<file path="config.mk">
export PLATFORM = sky130hd
export DESIGN_NAME = mul_approx_pipe
export DESIGN_NICKNAME = d
export VERILOG_FILES = /design/src/rtl/mul_approx_pipe.sv
export SDC_FILE = /design/constraint.sdc
export NUM_CORES = 1
export LEC_CHECK = 0
export CORE_MARGIN = 5
export CORE_UTILIZATION = 40
export DETAILED_ROUTE_END_ITERATION = 10
export GPL_TIMING_DRIVEN = 0
export HOLD_SLACK_MARGIN = 0.12
export PLACE_DENSITY = 0.57
export SLEW_MARGIN = 20
export SYNTH_ARGS = -nofsm -noshare
export SYNTH_HDL_FRONTEND = slang
export SYNTH_SLANG_ARGS = --single-unit
</file>
<file path="constraint.sdc">
create_clock -name clk -period 6.45 [get_ports clk]
set_input_delay 1.29 -clock clk [delete_from_list [all_inputs] [get_ports clk]]
set_output_delay 1.29 -clock clk [all_outputs]
set_load 0.01 [all_outputs]
</file>
<file path="src/rtl/mul_approx_pipe.sv">
// Pipelined unsigned approximate multiplier with per-item truncation depth and optional
// error compensation. Partial-product rows are reduced in STAGES slices behind an elastic pipeline.
module mul_approx_pipe #(
  parameter  int WIDTH  = 8,
  parameter  int STAGES = 2,
  localparam int TW     = $clog2(WIDTH + 1)
) (
  input  logic               clk,
  input  logic               rst,
  input  logic               in_valid,
  output logic               in_ready,
  input  logic [WIDTH-1:0]   a,
  input  logic [WIDTH-1:0]   b,
  input  logic [TW-1:0]      trunc,
  input  logic               comp_en,
  output logic               out_valid,
  input  logic               out_ready,
  output logic [2*WIDTH-1:0] o
);

  localparam int PW  = 2 * WIDTH;
  localparam int RPG = (WIDTH + STAGES - 1) / STAGES;

  // Sum of rows lo..hi-1 of the partial-product array, with every column below tv dropped.
  function automatic logic [PW-1:0] rows_sum(input logic [WIDTH-1:0] av,
                                             input logic [WIDTH-1:0] bv,
                                             input logic [TW-1:0]    tv,
                                             input int               lo,
                                             input int               hi);
    logic [PW-1:0] mask;
    logic [PW-1:0] sum;
    mask = '0;
    sum  = '0;
    for (int p = 0; p < PW; p++) begin
      mask[p] = (p >= int'(tv));
    end
    for (int j = 0; j < WIDTH; j++) begin
      if (j >= lo && j < hi && bv[j]) begin
        sum = sum + ((PW'(av) << j) & mask);
      end
    end
    return sum;
  endfunction

  logic [STAGES-1:0] valid_q;
  logic [PW-1:0]     acc_q [STAGES];
  logic [WIDTH-1:0]  a_q   [STAGES];
  logic [WIDTH-1:0]  b_q   [STAGES];
  logic [TW-1:0]     t_q   [STAGES];

  logic [STAGES-1:0] slot_load;
  logic [STAGES-1:0] src_valid;
  logic [PW-1:0]     src_acc [STAGES];
  logic [WIDTH-1:0]  src_a   [STAGES];
  logic [WIDTH-1:0]  src_b   [STAGES];
  logic [TW-1:0]     src_t   [STAGES];
  logic [PW-1:0]     grp_sum [STAGES];
  logic [PW-1:0]     acc_d   [STAGES];

  logic [TW-1:0]     t_in;
  logic [PW-1:0]     comp_in;

  assign t_in    = (trunc > TW'(WIDTH)) ? TW'(WIDTH) : trunc;
  assign comp_in = (comp_en && t_in != '0) ? (PW'(1) << (t_in - TW'(1))) : '0;

  // Ready ripples back from out_ready; each slot's source is the previous slot (or the input port).
  always_comb begin
    slot_load = '0;
    src_valid = '0;
    slot_load[STAGES-1] = !valid_q[STAGES-1] || out_ready;
    for (int k = STAGES - 2; k >= 0; k--) begin
      slot_load[k] = !valid_q[k] || slot_load[k+1];
    end
    src_valid[0] = in_valid;
    src_acc[0]   = comp_in;
    src_a[0]     = a;
    src_b[0]     = b;
    src_t[0]     = t_in;
    for (int k = 1; k < STAGES; k++) begin
      src_valid[k] = valid_q[k-1];
      src_acc[k]   = acc_q[k-1];
      src_a[k]     = a_q[k-1];
      src_b[k]     = b_q[k-1];
      src_t[k]     = t_q[k-1];
    end
  end

  genvar gi;
  generate
    for (gi = 0; gi < STAGES; gi++) begin : g_slice
      assign grp_sum[gi] = rows_sum(src_a[gi], src_b[gi], src_t[gi], gi * RPG, (gi + 1) * RPG);
      assign acc_d[gi]   = src_acc[gi] + grp_sum[gi];
    end
  endgenerate

  always_ff @(posedge clk or posedge rst) begin
    if (rst) begin
      valid_q <= '0;
      for (int k = 0; k < STAGES; k++) begin
        acc_q[k] <= '0;
        a_q[k]   <= '0;
        b_q[k]   <= '0;
        t_q[k]   <= '0;
      end
    end else begin
      for (int k = 0; k < STAGES; k++) begin
        if (slot_load[k]) begin
          valid_q[k] <= src_valid[k];
          // Data only moves with a real item so a stalled or empty slot keeps its contents.
          if (src_valid[k]) begin
            acc_q[k] <= acc_d[k];
            a_q[k]   <= src_a[k];
            b_q[k]   <= src_b[k];
            t_q[k]   <= src_t[k];
          end
        end
      end
    end
  end

  assign in_ready  = slot_load[0] && !rst;
  assign out_valid = valid_q[STAGES-1];
  assign o         = acc_q[STAGES-1];

endmodule

</file>
# Word-level counts from Yosys, hierarchy flattened
# Index checks and enable logic that the tools add are counted.
[totals]
regBits = 54
wordCells = 76
[op_classes]
add_sub_neg = 9
order_cmp = 31
shift = 1
n_mux = 10
n_bitwise = 8
reduce_logical = 10
[ops]
columns = ["operator", "count"]
rows = [
  ["2-to-1 mux 16 bit", 9],
  ["adder 16 bit", 8],
  [">= comparator 4 bit (first input constant)", 14],
  [">= comparator 3 x 4 -> 1 bit (first input constant)", 8],
  ["bitwise AND 10 x 16 -> 16 bit", 1],
  ["bitwise AND 11 x 16 -> 16 bit", 1],
  ["bitwise AND 12 x 16 -> 16 bit", 1],
  ["bitwise AND 13 x 16 -> 16 bit", 1],
  ["bitwise AND 14 x 16 -> 16 bit", 1],
  ["bitwise AND 15 x 16 -> 16 bit", 1],
  ["bitwise AND 8 x 16 -> 16 bit", 1],
  ["bitwise AND 9 x 16 -> 16 bit", 1],
  [">= comparator 1 x 4 -> 1 bit (first input constant)", 4],
  [">= comparator 2 x 4 -> 1 bit (first input constant)", 4],
  ["<< shifter 1 x 4 -> 16 bit (first input constant)", 1],
  ["greater-than comparator 4 bit (second input constant)", 1],
  ["2-to-1 mux 4 bit", 1],
  ["AND reduction 2 bit", 2],
  ["nonzero test 4 bit", 1],
  ["subtractor 4 x 1 -> 4 bit (second input constant)", 1],
  ["zero test 1 bit", 3],
  ["logical AND 1 bit", 2],
  ["logical OR 1 bit", 2],
]

# Depth between registers and ports, before layout
[logic_depth]
word_depth = 12
depth_mapped = 31
mapped_depth_nobuf = 30

# Least setup slack after synthesis
# No wires, ideal clock.
[synth_timing]
kind = "input to register"
from = "input trunc[2]"
to = "register acc_q[28] (netlist name)"
arrival_time_ns = 6.085
required_ns = 6.326
setup_slack_ns = 0.242
cell_stages = 26
n_path_buf = 1
path_cell_list = "clkbuf_1 -> o21ai_0 -> and3_1 -> ha_1 -> and3_1 -> a2111o_1 -> xor2_1 -> mux2_4 -> ha_1 -> o21a_1 -> o21ai_0 -> nand2b_1 -> a21o_1 -> nand3_1 -> o21ai_0 -> ha_1 -> nand2_1 -> nand2_1 -> a31oi_1 -> xnor2_1 -> mux2_2 -> ha_1 -> and3_1 -> a32o_1 -> o21ai_0 -> a2bb2oi_1"
[synth_via]
elab_chain_cells = 12
word_cells_on_any_way = 32
cone_classes = "add/sub: 5; order compare: 14; shift: 1; mux: 6; bitwise: 4; reduce/logical: 2"
[synth_rtl]
columns = ["item", "line_no", "rtl"]
rows = [
  ["from (decl)", "14", "input logic [TW-1:0] trunc,"],
  ["greater-than comparator 4 bit", "63", "assign t_in = (trunc > TW'(WIDTH)) ? TW'(WIDTH) : trunc;"],
  ["2-to-1 mux 4 bit (*)", "63", ""],
  [">= comparator 1 x 4 -> 1 bit, or another cell as far along", "35", "mask[p] = (p >= int'(tv));"],
  ["bitwise AND 8 x 16 -> 16 bit", "39", "sum = sum + ((PW'(av) << j) & mask);"],
  ["2-to-1 mux 16 bit", "38", "if (j >= lo && j < hi && bv[j]) begin"],
  ["adder 16 bit", "39", ""],
  ["2-to-1 mux 16 bit", "38", ""],
  ["adder 16 bit", "39", ""],
  ["2-to-1 mux 16 bit", "38", ""],
  ["adder 16 bit", "39", ""],
  ["2-to-1 mux 16 bit", "38", ""],
  ["adder 16 bit (*)", "92", "assign acc_d[gi] = src_acc[gi] + grp_sum[gi];"],
  ["to (signal, indexed assignment)", "111", "acc_q[k] <= acc_d[k];"],
  ["to (decl)", "46", "logic [PW-1:0] acc_q [STAGES];"],
]
# Mark *: on every way between the ends. The rest lies on a longest branch, timed or not.
# A chain may end at the register's enable or synchronous reset.

# Final worst setup path
[layout_timing]
from = "input trunc[0]"
to = "register acc_q[28] (netlist name)"
# Same word-level chain as after synthesis.

==> impl_metrics.tcl <==
set metrics [dict create \
    status "finished, final reports clean" \
    boundaryPins 43 \
    finalSetupViolCount 0 \
    syn_avg_cell_area_um2 8.28 \
    holdBufCountCts 0 \
    crit_arrival_ns 6.38 \
    cts_sinks 50 \
    seq_area_frac_synth 0.213 \
    drt_iter0_drc 235 \
    max_cap_violations 0 \
    synth-async-reset-ratio 1.00 \
    whs_ns 0.486 \
    fin_crit_ns 6.20 \
    p_per_area_mw_per_mm2 276 \
    portBuffers 40 \
    layout_common_cells "nand2_1, ha_1, o21ai_0, dfrtp_1, inv_1" \
    die_y_um 131 \
    synth_cell_types 63 \
    ys_ff_latch 50 \
    drt_wl_total_um 14600 \
    grtUsageTotal 0.168 \
    worst_ep_required_time_ns 6.64 \
    fillCellCount 1418 \
    tightest_slew_ns 0.733 \
    vias_per_cell 5.41 \
    power_leakage_nw 3.38 \
    ir_drop_mv 0.163 \
    nets 874 \
    place.gp.congestion 0.856 \
    post_route_cells_drive_above_1_share 0.168 \
    dieArea_mm2 0.0172 \
    die_w_um 131 \
    netlist_area_mm2 0.00588 \
    grt_pass1_wl_um 24800 \
    path_clk_slew_ns 0.08 \
    grt_pass1_vias 5249 \
    area_growth_pct 19.4 \
    rows 44 \
    clockBufferDepth 2 \
    end_kind "flip-flop" \
    synth_edf_count 0 \
    initial_core_util 0.406 \
    dr_total_vias 5173 \
    overflow 0 \
    cp_max_fo 10 \
    antenna_found_initial 0 \
    layout_commonest_cell "nand2_1" \
    ys.flop_type "dfrtp_1" \
    hpwl_um 12000 \
    layout_worst_path_cycle_share 0.961 \
    clk_latency_ns 0.30 \
    htree_num_levels 2 \
    num_antenna_cells 0 \
    slew_violations 0 \
    dpl_cell_area_mm2 0.00654 \
    root_buffer "clkbuf_16" \
    design_area_mm2 0.00702 \
    design.core.area_mm2 0.0145 \
    hold_viol 0 \
    wl_per_cell_um 15.2 \
    yosysWarnings 0 \
    postRouteAntennaNets 0 \
    fmax_ghz 0.161 \
    dr.pass1.iters 4 \
    critPathLaunchType "input port" \
    clock_skew_ns 0.00843 \
    tritoncts "done" \
    syn_inst 710 \
    drc_errors 0 \
    grt_max_degree 33 \
    critPathKind "input port to flip-flop" \
    min_path_type "flip-flop to flip-flop" \
    max-slew-margin-rel 0.511 \
    cts_buffers 5 \
]
-- cell type report --
type | instances | area, um2 | share of cell area
Timing Repair Buffer | 52 | 503 | 0.0717
Tap cell | 184 | 230 | 0.0328
Multi-Input combinational cell | 577 | 4470 | 0.636
Inverter | 45 | 169 | 0.0241
Clock inverter | 3 | 26.3 | 0.00374
Sequential cell | 50 | 1250 | 0.178
Clock buffer | 5 | 125 | 0.0178
Buffer | 41 | 248 | 0.0353
-- what timing repair did --
| action | 4_1_cts | 5_1_grt |
|---|---|---|
| setup buffers | 5 | 6 |
| endpoints found under the hold margin | 0 | 0 |
| resized for setup | 24 | 57 |
| setup endpoints to repair | 5 | 7 |
| pin swaps | 3 | 16 |
-- through the flow --
step / utilization / worst slack (ns) / TNS (ns) / total power [mW] / std cells
5_1_grt: 0.485 / -0.00423 / -0.00423 / 2.12 / 957
4_1_cts: 0.469 / -0.0108 / -0.0108 / 1.92 / 951
6_report: 0.485 / 0.254 / 0 / 1.94 / 957
3_5_place_dp: 0.452 / -0.965 / -4.19 / 1.62 / 938
2_1_floorplan: - / 0.242 / 0 / 1.32 / 713
3_3_place_gp: 0.450 / -0.900 / -3.74 / 1.60 / 937
-- logic make-up after synthesis --
logic type / after synthesis / share of synthesized area
flip-flops: 50 / 0.213
buffers and inverters: 86 / 0.0660
adder cells (fa/ha/maj): 77 / 0.174
AO/OA/AOI/OAI: 186 / 0.201
XOR/XNOR: 37 / 0.0574
multiplexers: 50 / 0.0945
AND/OR/NAND/NOR: 223 / 0.194
other: 1 / 0.000638
-- Yosys cell counts, drive strengths merged, types with 12 or more instances --
cell type  count  share of area
ha            69           0.15
nand2         67          0.043
o21ai         60          0.051
dfrtp         50           0.21
inv           44          0.028
mux2          38          0.074
a21oi         37          0.031
nor2          36          0.023
and2          25          0.027
xnor2         23          0.034
clkbuf        21          0.013
buf           20          0.024
nand2b        19          0.020
a21o          17          0.022
o21a          17          0.022
nor2b         15          0.016
xor2          13          0.019
mux2i         12          0.020
-- state kept, by name (all words and copies together), names as in the netlist --
| register | flops |
|---|---|
| src_t | 4 |
| acc_q | 16 |
| valid_q | 2 |
| o | 16 |
| a_q | 8 |
| b_q | 4 |
-- per-layer routing --
layer / track usage / share of wire / vias up
met2: 0.301 / 0.51 / 52
met5: 0 / 0 / -
met4: 0.0497 / 0.018 / 0
met1: 0.212 / 0.45 / 2479
li1: - / - / 2625
met3: 0.0176 / 0.022 / 17
-- critical path: stages --
cell and delay [ns]:
clkbuf_2 0.20, nor2b_1 0.32, nand2_1 0.10, nand2_1 0.14
inv_1 0.06, ha_1 0.28, a21o_1 0.19, a2111o_1 0.40
xor2_1 0.16, mux2_4 0.28, ha_4 0.24, o21a_1 0.16
o21ai_0 0.14, nand2b_1 0.10, a21o_1 0.16, nand3_1 0.10
o21ai_0 0.10, ha_1 0.36, nand2_1 0.09, nand2_1 0.05
a31oi_1 0.17, xnor2_1 0.08, mux2_2 0.30, ha_4 0.27
and3_1 0.16, a32o_1 0.25, o21ai_1 0.15, a2bb2oi_1 0.08
-- worst paths after layout --
path | from | end | slack (ns) | cells past startpoint
hold reg to reg | o[10]$_DFFE_PP0P_ | o[10]$_DFFE_PP0P_ | 0.49 | 2
setup reg to reg | src_t[3]$_DFFE_PP0P_ | o[15]$_DFFE_PP0P_ | 0.40 | 30
setup / recovery | trunc[0] | acc_q[28]$_DFFE_PP0P_ | 0.25 | 28
min in group asynchronous | rst | o[14]$_DFFE_PP0P_ | 1.34 | 2
hold / removal | o[10]$_DFFE_PP0P_ | o[10]$_DFFE_PP0P_ | 0.49 | 2
max in group asynchronous | rst | src_t[3]$_DFFE_PP0P_ | 4.59 | 3
-- power breakdown --
part	internal (mW)	leakage [nW]	switching [mW]	total, mW
sequential	0.386	0.623	0.0529	0.438
combinational	0.609	2.68	0.613	1.22
clock	0.148	0.0748	0.131	0.279
Power figures use the tool's default switching activity.
